## src/rtl/sbox_pkg.sv

```systemverilog
// Shared definitions for the 6-bit S-box screening stage:
// word width, sweep size, word/count types and the sweep FSM states.
package sbox_pkg;
    localparam int SBOX_N    = 6;
    localparam int SBOX_SIZE = 2 ** SBOX_N;

    typedef logic [SBOX_N-1:0] sbox_word_t;
    typedef logic [SBOX_N:0]   sbox_cnt_t;

    typedef enum logic [1:0] {
        IDLE   = 2'd0,
        SWEEP  = 2'd1,
        REPORT = 2'd2
    } sweep_state_t;
endpackage

```

## src/rtl/sbox_hit_bitmap.sv

```systemverilog
// One bit per possible S-box output value. The bits record which outputs were
// already produced during the current sweep.
module sbox_hit_bitmap
    import sbox_pkg::*;
#(
    parameter int N = SBOX_N
) (
    input  logic         clk,
    input  logic         rst_n,
    input  logic         clear,
    input  logic         set_en,
    input  logic [N-1:0] addr,
    output logic         hit
);
    localparam int SIZE = 2 ** N;

    logic [SIZE-1:0] bits;

    // hit reflects the bitmap before this cycle's set, so it reads "already produced".
    assign hit = bits[addr];

    always_ff @(posedge clk or negedge rst_n) begin
        if (!rst_n) begin
            bits <= '0;
        end else if (clear) begin
            bits <= '0;
        end else if (set_en) begin
            bits[addr] <= 1'b1;
        end
    end
endmodule

```

## config.mk

```make
export PLATFORM = sky130hd
export DESIGN_NAME = sbox_hit_bitmap
export DESIGN_NICKNAME = d
export VERILOG_FILES = /design/src/rtl/sbox_pkg.sv /design/src/rtl/sbox_hit_bitmap.sv
export SDC_FILE = /design/constraint.sdc
export NUM_CORES = 1
export LEC_CHECK = 0
export ABC_CLOCK_PERIOD_IN_PS = 3400
export CAP_MARGIN = 20
export CORE_MARGIN = 4
export CORE_UTILIZATION = 35
export DETAILED_ROUTE_END_ITERATION = 10
export DONT_BUFFER_PORTS = 1
export PLACE_DENSITY_LB_ADDON = 0.05
export SYNTH_ARGS = -nofsm -noshare
export SYNTH_HDL_FRONTEND = slang
export SYNTH_SLANG_ARGS = --single-unit
```

## constraint.sdc

```tcl
create_clock -name clk -period 3.4 [get_ports clk]
set_clock_uncertainty 0.15 [all_clocks]
set_input_delay 0.68 -clock clk [delete_from_list [all_inputs] [get_ports clk]]
set_output_delay 0.68 -clock clk [all_outputs]
set_load 0.01 [all_outputs]
```

==> results.toml, run 1 <==
[logic_synthesis]
yosysUniqueCellTypes = 38
synthAdderAreaFrac = 0
synth_xor_area_frac = 0
synth_ff_type = "dfrtp_1"
synth_compound_area_frac = 0.146
synthMuxAreaShare = 0.115
synthCells = 296
synth_edf_count = 0
synth-async-reset-ratio = 1.00
ys_seq_area_frac = 0.537
synth_seq_cells = 64
syn_area_um2 = 2980
synth_top_family_by_area = "simple AND/OR/NAND/NOR gates"
synthSimpleGateAreaFrac = 0.166
ys_warn_count = 0
synth_nets = 306
syn_area_per_cell_um2 = 10.1

[power]
pwr-share-clk = 0.430
powerDensity_nw_per_um2 = 453
ir_worst_vdd_mv = 0.142
power_mw = 1.48
p_int_mw = 1.13
p_sw_frac = 0.234
p_switching_mw = 0.345
seqPwrFrac = 0.521
combPwrFrac = 0.049
leakagePower_nw = 1.49

[timing]
timing.final.crit_share = 0.803
finalHoldViolCount = 0
slew-limit-headroom = 0.390
finalSetupTns_ns = 0
period_needed_ns = 2.73
finalSetupViolations = 0
rsz0062_at_grt = "no"
drv_slew = 0
postLayoutSetupSlackWorst_ns = 0.671
worst_pin_slew_ns = 0.912
clock.fmax_mhz = 366

[worst_setup_path]
end_kind = "primary output"
r2r_cells = 2
cp-start-kind = "input port"
cp.required_ns = 2.57
cp_max_fo = 25
worst_ep_arrival_time_ns = 1.90
path_class = "in -> out"

[detailed_routing]
drt_iter0_markers = 87
routedWlPerCell_um = 19.4
dr.pass1.iters = 4
vias = 2144
drc = 0
vias_per_cell = 5.36
drtAntennaViolNets = 0
wl_mm = 7.77

[clocking]
cts_max_path_buffers = 2
htree_levels = 3
cts_setup_buffers = 0
clkTransAtPathRegs_ns = 0.06
post_cts_resized = 0
hold_buffers = 1
ctsRootBufferMaster = "clkbuf_8"
clock_latency_ns = 0.34
cts_tree = "built"
clock_sinks = 64
cts_made_buffers = 9

[cells_and_area]
n_antenna_cell = 0
regMostFlops = "bits"
finalCoreUtilization = 0.394
final_nets = 301
area_growth_pct = 9.19
multi_input_area_um2 = 1270
largest_reg_flops = 64
nFillCells = 848
reg_top3 = "bits x64"
sequential_cell_area_um2 = 1600
drive_gt1_frac = 0.105

[grt]
grt_pass1_vias = 2201
grt_max_degree = 65
grt-ovfl-total = 0
antenna_found_initial = 0
grt_usage = 0.167
grt_pass1_wl_mm = 12.7

[outcome]
status = "complete, no violations"

[die]
num_io_pins = 11
design.die.area_um2 = 10100
placeableCoreArea_um2 = 8260
rows = 33
die_y_um = 100
die_w_um = 100
initial_core_util = 0.361

[job]
drv_cap = 0

[worst_hold_path]
min_path_type = "in -> async"

[placement]
gp_congestion = 0.711
numPortBuffers = 0
hpwl_mm = 4.65
place_ws_ns = 0.664
[metal layers]
metal  GRT usage  up-vias  share of wire
li1            -     1033              -
met1       0.233     1072           0.50
met2       0.256       28           0.45
met3      0.0313       11          0.027
met4      0.0684        0          0.015
met5           0        -              0
[cells in the mapped netlist, drive strengths merged (2+ instances only)]
| library cell | number | area share |
|---|---|---|
| mux2i | 8 | 0.027 |
| dfrtp | 64 | 0.54 |
| o32ai | 2 | 0.0059 |
| a21oi | 66 | 0.11 |
| a31oi | 2 | 0.0042 |
| mux4 | 9 | 0.077 |
| buf | 11 | 0.022 |
| nor3b | 5 | 0.014 |
| nand2 | 14 | 0.018 |
| inv | 2 | 0.0025 |
| a22oi | 2 | 0.0050 |
| nor2 | 74 | 0.093 |
| mux2 | 3 | 0.011 |
| clkbuf | 9 | 0.011 |
| nor3 | 5 | 0.013 |
| nor2b | 3 | 0.0063 |
| nand2b | 2 | 0.0042 |
[worst max-delay path, cell delays in order]
cell	delay, ns
mux4_1	0.54
mux2_2	0.28
a22oi_1	0.18
nand4_1	0.20
[power by group through the flow]
stage               Clock (mW)  Sequential [mW]  Combinational [mW]
CTS                      0.658            0.769              0.0753
detailed placement           0            0.784              0.0553
finish                   0.634            0.769              0.0729
global route             0.688            0.769              0.0817
floorplan                    0            0.783              0.0686
global placement             0            0.784              0.0557
[final cells by class]
cell class | count | area share
multi-input cells | 210 | 0.391
repair buffers | 4 | 0.0154
flip-flops and latches | 64 | 0.492
clock buffers | 13 | 0.0549
inverters | 2 | 0.00231
clock inverters | 2 | 0.00384
well taps | 105 | 0.0403
[per-stage QoR]
| stage | cell area (µm²) | hold WS (ns) | cells |
|---|---|---|---|
| after CTS | 3260 | 0.0671 | 400 |
| after global placement | 3040 | 0.236 | 384 |
| after floorplan | 2980 | 0.234 | 296 |
| final | 3260 | 0.0416 | 400 |
| after detailed placement | 3040 | 0.236 | 384 |
| after global routing | 3260 | 0.0609 | 400 |
[logic make-up after synthesis]
family / Yosys count
AND/OR/NAND/NOR: 110
AO/OA/AOI/OAI: 80
flip-flops: 64
buffers and inverters: 22
multiplexers: 20
[placed cells by master, fill, tap and decap left out, drive strengths merged, types with 2 or more instances in the layout]
master  count
nor2       74
nor2b       3
mux2        3
nor3        5
dfrtp      64
mux2i       8
a22oi       2
nand2      14
mux4        9
nor3b       5
o32ai       2
inv         2
clkbuf     13
buf         4
nand2b      2
a31oi       2
a21oi      66
[path summary, 6_finish.rpt]
kind	from	to	slack, ns
max in group asynchronous	rst_n	bits[40]$_DFFE_PN0P_	2.76
worst min-delay path	rst_n	bits[42]$_DFFE_PN0P_	0.04
worst max register to register	bits[47]$_DFFE_PN0P_	bits[47]$_DFFE_PN0P_	2.57
worst min register to register	bits[33]$_DFFE_PN0P_	bits[33]$_DFFE_PN0P_	0.34
worst max-delay path	addr[0]	hit	0.67
min in group clk	clear	bits[39]$_DFFE_PN0P_	0.24
Note: power is estimated with default switching activity, not from simulation.
==> inputs of run 2 (changes only) <==
ABC_CLOCK_PERIOD_IN_PS = 2300   (was 3400)
clock period = 2.3 ns   (was 3.4 ns; I/O delays follow)
==> results.toml, run 2 (synthesis gave the netlist of run 1 again) <==
[outcome]
status = "finished with violations"
violations = "negative setup slack"

[cells_and_area]
drive_gt1_frac = 0.175
n_antenna_cell = 0
reg_top3 = "bits x64"
final_nets = 320
area_growth_pct = 13.8
mostFrequentLayoutCells = "nor2_1, a21oi_1, dfrtp_1"
final_common_cell = "nor2_1"
finalCoreUtilization = 0.411
regMostFlops = "bits"
largest_reg_flops = 64
fin_area_um2 = 3390

[clocking]
clock_sinks = 64
htree_levels = 3
clkTransAtPathRegs_ns = 0.07
clock_latency_ns = 0.34
cts_tree = "built"
cts_max_path_buffers = 2
cts_made_buffers = 9
ctsRootBufferMaster = "clkbuf_8"

[timing]
worst_pin_slew_ns = 0.431
postLayoutSetupSlackWorst_ns = -0.170
finalSetupTns_ns = -0.170
finalSetupViolations = 1
drv_slew = 0
hold_slack_ns = 0.0239
finalHoldViolCount = 0
timing.final.crit_share = 1.07
clock.fmax_mhz = 405
slew-limit-headroom = 0.712
period_needed_ns = 2.47
rsz0062_at_grt = "yes"

[die]
design.die.area_um2 = 10100
die_y_um = 100
rows = 33
initial_core_util = 0.361
placeableCoreArea_um2 = 8260
die_w_um = 100
num_io_pins = 11

[grt]
grt_pass1_vias = 2253
grt_max_degree = 65
grt_pass1_wl_mm = 13.0
grt_usage = 0.172
grt-ovfl-total = 0
antenna_found_initial = 0

[worst_setup_path]
end_kind = "primary output"
cp_max_fo = 2
cp-start-kind = "register"
worst_r2r_endpoint = "bits[36]$_DFFE_PN0P_"
cp.required_ns = 1.69
worstReg2RegStart = "bits[36]$_DFFE_PN0P_"
path_class = "reg -> out"
r2r_slack_ns = 1.36
r2r_cells = 3
worst_ep_arrival_time_ns = 1.86

[placement]
dpl_cell_area_um2 = 3170
gp_congestion = 0.723
hpwl_mm = 5.05
numPortBuffers = 0

[job]
drv_cap = 0

[detailed_routing]
vias_per_cell = 5.24
drt_iter0_markers = 127
drtAntennaViolNets = 0
vias = 2201
wl_mm = 8.04
routedWlPerCell_um = 19.1
dr.pass1.iters = 4
drc = 0

[power]
power_mw = 2.13
leakagePower_nw = 1.55
seqPwrFrac = 0.535
p_sw_frac = 0.249
pwr-share-clk = 0.406
ir_worst_vdd_mv = 0.198
combPwrFrac = 0.059
p_int_mw = 1.60
p_switching_mw = 0.530
powerDensity_nw_per_um2 = 626

[worst_hold_path]
min_path_type = "in -> reg"
min_path_cells = 1
min_to = "bits[39]$_DFFE_PN0P_"
holdCritStartpoint = "clear"
==> run 2: critical path: stages, from the launching register on <==
cell and delay [ns]:
dfrtp_1 0.40, mux4_2 0.46, mux2_4 0.29, a22oi_2 0.16, nand4_1 0.21
==> run 2: metrics by stage <==
stage	worst slack [ns]	instances
final	-0.170	420
after global routing	-0.237	420
after CTS	-0.206	420
after detailed placement	-0.0173	401
after global placement	0.0107	401
after floorplan	0.000844	296
==> run 2: how the worst max path moves through the flow <==
stage / slack, ns / from / end / cells after the start
6_report: -0.17 / bits[34]$_DFFE_PN0P_ / hit / 4
5_1_grt: -0.24 / bits[34]$_DFFE_PN0P_ / hit / 4
4_1_cts: -0.21 / bits[34]$_DFFE_PN0P_ / hit / 4
3_5_place_dp: -0.02 / addr[0] / hit / 4
3_3_place_gp: 0.01 / addr[0] / hit / 4
2_1_floorplan: 0.0008 / addr[0] / hit / 7
==> run 2: power by group through the flow <==
stage | Combinational (mW) | Clock, mW | Sequential [mW]
after CTS | 0.129 | 0.896 | 1.14
after floorplan | 0.102 | 0 | 1.16
after detailed placement | 0.0956 | 0 | 1.16
after global placement | 0.0960 | 0 | 1.16
final | 0.126 | 0.863 | 1.14
after global routing | 0.139 | 0.933 | 1.14
==> run 2: routing by layer <==
metal | vias up | global-route usage | wire (µm)
met3 | 8 | 0.0368 | 236
met4 | 0 | 0.0622 | 85
met1 | 1096 | 0.250 | 4040
met2 | 29 | 0.252 | 3680
li1 | 1068 | - | -
met5 | - | 0 | 0
==> run 2: what timing repair did <==
action,4_1_cts,5_1_grt
pin swaps,2,3
hold buffers,2,0
gates resized for setup,5,2
cloned,0,0
setup buffers,1,0
hold endpoints to repair,64,0
endpoints found under the setup margin,1,1
==> run 2: final cells by class <==
| class | instances | area, µm² |
|---|---|---|
| Fill cell | 851 | 4860 |
| Sequential cell | 64 | 1600 |
| Multi-Input combinational cell | 210 | 1290 |
| Timing Repair Buffer | 23 | 195 |
| Clock buffer | 10 | 138 |
| Tap cell | 105 | 131 |
| Clock inverter | 6 | 35.0 |
| Inverter | 2 | 7.51 |
